[src/rtl/ram_arbiter_if.sv]
// Bundle between the two RAM clients, the arbiter and the shared registered-read RAM.
// Requester-side vectors are packed as [1:0] so that bit N belongs to requester N.
interface ram_arbiter_if #(
  parameter int WIDTH = 32
);
  logic [1:0]            req;
  logic [1:0]            we;
  logic [1:0]            lock;
  logic [1:0][WIDTH-1:0] addr;
  logic [1:0][WIDTH-1:0] wdata;
  logic [1:0]            gnt;
  logic [1:0]            rvalid;
  logic [WIDTH-1:0]      rdata;

  logic                  ram_wen;
  logic [WIDTH-1:0]      ram_w_addr;
  logic [WIDTH-1:0]      ram_r_addr;
  logic [WIDTH-1:0]      ram_data_in;
  logic [WIDTH-1:0]      ram_data_out;

  modport slave (
    input  req, we, lock, addr, wdata, ram_data_out,
    output gnt, rvalid, rdata, ram_wen, ram_w_addr, ram_r_addr, ram_data_in
  );

  modport master (
    output req, we, lock, addr, wdata, ram_data_out,
    input  gnt, rvalid, rdata, ram_wen, ram_w_addr, ram_r_addr, ram_data_in
  );
endinterface

[src/rtl/ram_arbiter.sv]
// Round-robin arbiter sharing one registered-read RAM between two clients, with a
// per-requester lock that keeps ownership across read-modify-write sequences.
module ram_arbiter (
  input  logic          clk_i,
  input  logic          reset_ni,
  ram_arbiter_if.slave  bus
);

  logic       last_q, last_d;
  logic       owner_valid_q, owner_valid_d;
  logic       owner_q, owner_d;
  logic [1:0] rd_pend_q, rd_pend_d;
  logic [1:0] gnt;
  logic       winner;

  // Grant is combinational and forced low while reset is held.
  always_comb begin
    // NOTE: every signal written here gets a default first, so no path can infer a latch.
    gnt = 2'b00;
    if (!reset_ni) begin
      gnt = 2'b00;
    end else if (owner_valid_q) begin
      gnt[owner_q] = bus.req[owner_q];
    end else begin
      unique case (bus.req)
        2'b01:   gnt = 2'b01;
        2'b10:   gnt = 2'b10;
        2'b11:   gnt = last_q ? 2'b01 : 2'b10;
        default: gnt = 2'b00;
      endcase
    end
  end

  assign winner = gnt[1];

  always_comb begin
    last_d          = last_q;
    owner_valid_d   = owner_valid_q;
    owner_d         = owner_q;
    rd_pend_d       = gnt & ~bus.we;
    bus.ram_wen     = 1'b0;
    bus.ram_w_addr  = '0;
    bus.ram_r_addr  = '0;
    bus.ram_data_in = '0;
    if (|gnt) begin
      last_d          = winner;
      owner_valid_d   = bus.lock[winner];
      if (bus.lock[winner]) owner_d = winner;
      bus.ram_wen     = bus.we[winner];
      bus.ram_w_addr  = bus.addr[winner];
      bus.ram_r_addr  = bus.addr[winner];
      bus.ram_data_in = bus.wdata[winner];
    end
  end

  // last resets to 1 so requester 0 wins the first contention.
  always_ff @(posedge clk_i or negedge reset_ni) begin
    if (!reset_ni) begin
      last_q        <= 1'b1;
      owner_valid_q <= 1'b0;
      owner_q       <= 1'b0;
      rd_pend_q     <= 2'b00;
    end else begin
      // NOTE: sequential state uses non-blocking assignments so all registers update together.
      last_q        <= last_d;
      owner_valid_q <= owner_valid_d;
      owner_q       <= owner_d;
      rd_pend_q     <= rd_pend_d;
    end
  end

  assign bus.gnt    = gnt;
  assign bus.rvalid = rd_pend_q;
  assign bus.rdata  = bus.ram_data_out;

endmodule
[src/flat_wrapper.sv]
// flat-port wrapper written by rule: the top's interface ports become plain ports
module ram_arbiter_flat 
  (clk_i, reset_ni, bus_req, bus_we, bus_lock, bus_addr, bus_wdata, bus_ram_data_out, bus_gnt, bus_rvalid, bus_rdata, bus_ram_wen, bus_ram_w_addr, bus_ram_r_addr, bus_ram_data_in);
  ram_arbiter_if bus_i ();
  input  logic clk_i;
  input  logic reset_ni;
  input wire logic [$bits(bus_i.req)-1:0] bus_req;
  input wire logic [$bits(bus_i.we)-1:0] bus_we;
  input wire logic [$bits(bus_i.lock)-1:0] bus_lock;
  input wire logic [$bits(bus_i.addr)-1:0] bus_addr;
  input wire logic [$bits(bus_i.wdata)-1:0] bus_wdata;
  input wire logic [$bits(bus_i.ram_data_out)-1:0] bus_ram_data_out;
  output wire logic [$bits(bus_i.gnt)-1:0] bus_gnt;
  output wire logic [$bits(bus_i.rvalid)-1:0] bus_rvalid;
  output wire logic [$bits(bus_i.rdata)-1:0] bus_rdata;
  output wire logic [$bits(bus_i.ram_wen)-1:0] bus_ram_wen;
  output wire logic [$bits(bus_i.ram_w_addr)-1:0] bus_ram_w_addr;
  output wire logic [$bits(bus_i.ram_r_addr)-1:0] bus_ram_r_addr;
  output wire logic [$bits(bus_i.ram_data_in)-1:0] bus_ram_data_in;
  assign bus_i.req = bus_req;
  assign bus_i.we = bus_we;
  assign bus_i.lock = bus_lock;
  assign bus_i.addr = bus_addr;
  assign bus_i.wdata = bus_wdata;
  assign bus_i.ram_data_out = bus_ram_data_out;
  assign bus_gnt = bus_i.gnt;
  assign bus_rvalid = bus_i.rvalid;
  assign bus_rdata = bus_i.rdata;
  assign bus_ram_wen = bus_i.ram_wen;
  assign bus_ram_w_addr = bus_i.ram_w_addr;
  assign bus_ram_r_addr = bus_i.ram_r_addr;
  assign bus_ram_data_in = bus_i.ram_data_in;
  ram_arbiter u_core (.clk_i(clk_i), .reset_ni(reset_ni), .bus(bus_i));
endmodule
[config.mk]
export PLATFORM = sky130hd
export DESIGN_NAME = ram_arbiter_flat
export DESIGN_NICKNAME = d
export VERILOG_FILES = /design/src/rtl/ram_arbiter_if.sv /design/src/rtl/ram_arbiter.sv /design/src/flat_wrapper.sv
export SDC_FILE = /design/constraint.sdc
export NUM_CORES = 1
export LEC_CHECK = 0
export CAP_MARGIN = 20
export CORE_AREA = 10 10 107 109
export DETAILED_ROUTE_END_ITERATION = 8
export DIE_AREA = 0 0 117 119
export PLACE_DENSITY = 0.69
export REMOVE_ABC_BUFFERS = 1
export SYNTH_ARGS = -nofsm -noshare
export SYNTH_HDL_FRONTEND = slang
export SYNTH_SLANG_ARGS = --single-unit
[constraint.sdc]
create_clock -name clk_i -period 3.67 [get_ports clk_i]
set_input_delay 1.101 -clock clk_i [delete_from_list [all_inputs] [get_ports clk_i]]
set_output_delay 1.101 -clock clk_i [all_outputs]
set_load 0.005 [all_outputs]
### Word-level counts from Yosys, hierarchy flattened

Index checks and enable logic that the tools add are counted.

| word-level totals | value |
|---|---|
| ROM bits | 0 |
| output and inout port bits | 133 |
| bits in writable memories | 0 |
| bits in registers | 5 |
| memories | 0 |
| bits of input ports | 168 |
| bits in latches | 0 |
| logic and storage cells | 35 |

| cells by class | value |
|---|---|
| $mul | 0 |
| order comparisons | 3 |
| bitwise gates (word level) | 3 |
| shifts and indexed selects | 0 |
| reductions and logical operators | 3 |
| equal/unequal tests | 3 |
| $add $sub $neg | 0 |
| divide/modulo/power cells | 0 |
| muxes and demuxes | 19 |

Operators by type and width:

| kind | count |
|---|---|
| $mux W32 | 6 |
| $mux W1 | 8 |
| $mux W2 | 3 |
| $pmux W2 S3 | 1 |
| $and A2 B2 Y2 | 2 |
| $eq A2 B2 Y1 const B | 2 |
| $lt A1 B2 Y1 const B | 2 |
| $eq A2 B1 Y1 const B | 1 |
| $not A2 Y2 | 1 |
| $reduce_and A2 Y1 | 1 |
| $reduce_or A2 Y1 | 1 |
| $demux W1 S1 | 1 |
| $ge A1 B1 Y1 const B | 1 |
| $logic_and A1 B1 Y1 | 1 |

### Longest topological paths before layout

| logic depth | value |
|---|---|
| word-level depth | 10 |
| mapped depth | 7 |
| mapped depth without buffers | 5 |

### Worst setup path after synthesis

No wires, ideal clock.

| path | value |
|---|---|
| path kind | input to output |
| from | input port bus_req[0] |
| to | output port bus_ram_w_addr[23] |
| slack | 0.509 ns |
| path buffers | 3 |
| stages | 7 |
| arrival | 2.060 ns |
| cells stage by stage | nand3b_1 -> nand4_2 -> buf_4 -> buf_2 -> nand2_1 -> a21oi_1 -> buf_4 |

| between the ends | value |
|---|---|
| word-level cells in the longest chain between the ends | 8 |
| elaborated cells on any way between the ends | 13 |

Ends and longest elaborated chain:

| element | line | source |
|---|---|---|
| start, declared | flat_wrapper.sv:7 | `input wire logic [$bits(bus_i.req)-1:0] bus_req;` |
| $mux W1 (implied by the code) (2 in series) | ram_arbiter.sv:23 | `gnt[owner_q] = bus.req[owner_q];` |
| $and A2 B2 Y2 (no line) | n/a |  |
| $mux W2 (*) | ram_arbiter.sv:22 | `end else if (owner_valid_q) begin` |
| $mux W2 (*) | ram_arbiter.sv:20 | `if (!reset_ni) begin` |
| $mux W32 (2 in series) | n/a |  |
| $mux W32 (*) | n/a |  |
| end, declared | flat_wrapper.sv:17 | `output wire logic [$bits(bus_i.ram_w_addr)-1:0] bus_ram_w_addr;` |

Every way passes the cells marked *; elsewhere a longest branch is shown, timed or not. The select of a mux whose other input is x is not followed.

### Final worst setup path

| path | value |
|---|---|
| from | input port bus_req[0] |
| to | output port bus_ram_data_in[19] |

| between the ends | value |
|---|---|
| word-level cells in the longest chain between the ends | 8 |
| elaborated cells on any way between the ends | 13 |

Ends and longest elaborated chain:

| element | line | source |
|---|---|---|
| $mux W1 (implied by the code) (2 in series) | ram_arbiter.sv:23 |  |
| $and A2 B2 Y2 (no line) | n/a |  |
| $mux W2 (*) | ram_arbiter.sv:22 |  |
| $mux W2 (*) | ram_arbiter.sv:20 |  |
| $mux W32 (implied by the code) (2 in series) | ram_arbiter.sv:52 | `bus.ram_data_in = bus.wdata[winner];` |
| $mux W32 (*) | ram_arbiter.sv:45 | `if (\|gnt) begin` |
| end, declared | flat_wrapper.sv:19 | `output wire logic [$bits(bus_i.ram_data_in)-1:0] bus_ram_data_in;` |

Marks and branches as above.

==> results.cfg <==
[cts]
cts_htree_levels = 1
cts.path.max_buffers = 2
cts_tree = yes
clk_latency_ns = 0.22
cts_root_buffer = sky130_fd_sc_hd__clkbuf_8
cts_made_buffers = 3
cts.clk_slew.worst_paths_ns = 0.04
post_cts_hold_buffer_count = 0
clock_sink_count = 5

[global_routing]
maximum_number_of_pins_on_one_net_before_global_route_repair = 36
grt_antenna_before_repair = 0
number_of_global_route_vias_before_repair = 2900
first_pass_grt_wire_length_um = 17400
grt_remaining_overflow = 0
grt.total_usage_pct = 16.1

[cells_and_area]
area.sequential_um2 = 126
nFillCells = 986
post_route_cells_drive_above_1_share_pct = 34.0
final_net_count = 666
inserted_diodes = 0
syn_to_final_growth_pct = 136
multi_input_comb_area_mm2 = 0.00110
fin_util_pct = 41.6

[logic_synthesis]
synth_largest_type_area_fraction_pct = 29.7
syn_inst = 304
synth_mux_area_share_pct = 1.35
syn-cell-area_mm2 = 0.00167
synth-warning-count = 0
yosysSeqAreaShare_pct = 7.57
synth_top_family_by_area = buffers and inverters
synth_adder_area_share_pct = 0
synth-compound-area-share_pct = 21.6
syn_avg_cell_area_um2 = 5.49
synth.distinct_cells = 20
synth_xor_xnor_area_share_pct = 0
post_synth_and_or_nand_nor_area_fraction_pct = 33.1
synth.ff_latch_count = 5
post_synth_main_area_contributors = sky130_fd_sc_hd__nand2_1 30%, sky130_fd_sc_hd__buf_4 29%, sky130_fd_sc_hd__a21oi_1 20%
post-synth-top-area-cell = sky130_fd_sc_hd__nand2_1

[setup_path]
worst-path-max-fanout = 5
critical_path_class = input pin to output pin
worstReg2RegStart = u_core.last_q
worst_setup_path_start_kind = input pin
crit_buf_inv = 6
critical-path-top-cell-by-count = sky130_fd_sc_hd__buf_4
worst_endpoint_required_time_ns = 2.57
cp_cell_sequence = dlygate4sd2_1, nand3b_1, nand4_4, clkinv_4, buf_4, buf_4, buf_4, nand2_1, a21oi_1, clkdlybuf4s15_1
data_arrival_at_the_endpoint_of_the_critical_path_ns = 2.50
setup.worst_path.end_class = output pin
critical-path-top-delay-family = buffers and inverters
timing.critical_path.slowest_cell_delay_ns = 0.25
crit_path_top_delay_cell = sky130_fd_sc_hd__dlygate4sd2_1
worstSetupStartpoint = bus_req[0]

[detailed_routing]
sum_of_routed_wire_segments_on_met1_um = 4360
post_drt_via_cell_ratio = 4.46
drtPass1Iterations = 4
postRouteAntennaNets = 0
route.detailed.wl_per_inst_um = 20.7
met2RoutedLength_um = 6180
top_layer_used = met5
remaining_drc_errors = 0
drt_wl_total_um = 12700
drt_initial_violations = 142
met3WireLength_um = 1930
routed-via-count = 2726

[pwr]
total_power_mw = 1.17
pwr-share-seq_pct = 7.8
power.share.switching_pct = 41.2
power.net_switching_uw = 482
power.ir.vdd_worst_v = 0.000126
pwr-share-clk_pct = 8.7
power.density_mw_per_mm2 = 297
relative_contribution_of_combinational_cells_to_total_power_pct = 83.5
static-leakage-power_nw = 1.84
p_int_uw = 687

[hold_path]
timing.hold.worst.class = flop to flop
hold_path_startpoint = u_core.last_q

[placed_design]
portBuffers = 236
dp_hpwl_um = 9500
gpl.final_weighted_congestion = 0.777

[timing]
grt_setup_unrepaired = false
setup_tns_ns = 0
drv_slew = 0
min_period_ns = 3.60
min_period_over_period_pct = 98.1
report.final.setup_viol = 0
worst_slew_pin_slew_ns = 0.233
worst_clock_skew_ns = 0.000553
fmax_mhz = 278
hold_viol_final = 0
timing.slew.headroom_pct = 84.4

[outcome]
run_status = finished clean

[floorplanning]
initial_utilization_pct = 17.6
floorplan.die.height_um = 119
top_level_ports = 301
width_of_the_chip_um = 117
placement_rows = 36
coreArea_mm2 = 0.00946
design.die.area_mm2 = 0.0139

[run]
max-cap-violations = 0
==> layout by cell type, fill, tap and decap left out, types with 4 or more instances in the layout <==
cell type,synthesis,final
sky130_fd_sc_hd__a21oi_2,0,37
sky130_fd_sc_hd__dfrtp_1,4,4
sky130_fd_sc_hd__dlygate4sd2_1,0,7
sky130_fd_sc_hd__nand2_2,0,5
sky130_fd_sc_hd__buf_4,65,23
sky130_fd_sc_hd__buf_12,0,7
sky130_fd_sc_hd__a21oi_1,66,29
sky130_fd_sc_hd__clkdlybuf4s15_1,0,16
sky130_fd_sc_hd__buf_2,12,31
sky130_fd_sc_hd__clkdlybuf4s15_2,0,4
sky130_fd_sc_hd__clkbuf_2,0,43
sky130_fd_sc_hd__nand2_1,132,127
sky130_fd_sc_hd__clkdlybuf4s50_1,0,134
sky130_fd_sc_hd__nor2_1,4,4
==> power groups by stage <==
stage               Clock (mW)  Combinational, mW  Sequential [mW]
finish                   0.101              0.977           0.0914
global route             0.107               1.06           0.0955
CTS                      0.105               1.01           0.0914
detailed placement           0              0.905           0.0919
global placement             0              0.899           0.0914
floorplan                    0              0.287           0.0877
==> layer usage <==
metal / vias up / GRT usage [%]
li1: 1295 / -
met1: 1229 / 16.0
met4: 2 / 1.78
met5: - / 2.96
met2: 186 / 28.1
met3: 14 / 10.1
==> Yosys cell counts <==
| master | n |
|---|---|
| sky130_fd_sc_hd__nor2_1 | 4 |
| sky130_fd_sc_hd__clkbuf_1 | 5 |
| sky130_fd_sc_hd__inv_1 | 1 |
| sky130_fd_sc_hd__nand2_1 | 132 |
| sky130_fd_sc_hd__buf_6 | 3 |
| sky130_fd_sc_hd__dfstp_2 | 1 |
| sky130_fd_sc_hd__a21o_1 | 1 |
| sky130_fd_sc_hd__nand4_1 | 1 |
| sky130_fd_sc_hd__inv_2 | 1 |
| sky130_fd_sc_hd__dfrtp_1 | 4 |
| sky130_fd_sc_hd__nand3b_1 | 1 |
| sky130_fd_sc_hd__buf_2 | 12 |
| sky130_fd_sc_hd__nand2b_1 | 1 |
| sky130_fd_sc_hd__or3b_2 | 1 |
| sky130_fd_sc_hd__buf_4 | 65 |
| sky130_fd_sc_hd__o21ba_2 | 1 |
| sky130_fd_sc_hd__o211ai_2 | 1 |
| sky130_fd_sc_hd__a21oi_1 | 66 |
| sky130_fd_sc_hd__mux2_2 | 2 |
| sky130_fd_sc_hd__nand4_2 | 1 |
==> sequential cells by signal (all words and copies together), names as in the netlist <==
| name | flops |
|---|---|
| u_core.bus.rvalid | 2 |
| u_core.last_q | 1 |
| u_core.owner_q | 1 |
| u_core.owner_valid_q | 1 |
==> cells by family (layout without fill, tap and decap cells) <==
kind of cell / Yosys count / after routing
multiplexers: 2 / 2
AND/OR/NAND/NOR: 141 / 141
AO/OA/AOI/OAI: 69 / 69
flip-flops: 5 / 5
buffers and inverters: 87 / 280
==> metrics by stage <==
stage | hold WS (ns) | instance area, µm² | setup WS (ns) | std cells
floorplan | 0.484 | 1070 | -0.878 | 219
global placement | 0.508 | 3810 | -0.462 | 588
detailed placement | 0.499 | 3810 | -0.526 | 588
CTS | 0.505 | 4130 | 0.000267 | 611
global route | 0.525 | 3930 | 0.000471 | 611
finish | 0.503 | 3930 | 0.0695 | 611
==> layout make-up <==
type                            instances  area share (%)
Timing Repair Buffer                  274            63.6
Multi-Input combinational cell        212            28.1
Tap cell                              114            3.63
Sequential cell                         5            3.21
Clock buffer                            4            1.15
Inverter                                2           0.318
==> timing repair <==
| item | CTS | global route |
|---|---|---|
| buffers inserted | 12 | 2 |
| pin swaps | 6 | 10 |
| cloned | 7 | 1 |
| resized for setup | 236 | 118 |
| endpoints found under the setup margin | 99 | 92 |
==> path summary, 6_finish.rpt <==
| kind | slack (ns) | cells past startpoint | end |
|---|---|---|---|
| max | 0.07 | 10 | bus_ram_data_in[19] |
| min | 0.50 | 2 | u_core.last_q |
| max reg2reg | 1.78 | 6 | u_core.owner_valid_q |
| min reg2reg | 0.50 | 2 | u_core.last_q |
| max in group asynchronous | 2.44 | 2 | u_core.last_q |
| min in group asynchronous | 1.02 | 2 | u_core.owner_valid_q |
==> worst min-delay path, delay by kind of cell, from the launching register on <==
kind,cells,cell delay (ns)
flops,1,0.36
simple gates,2,0.13
No activity file was read; power rests on OpenSTA's default activity.
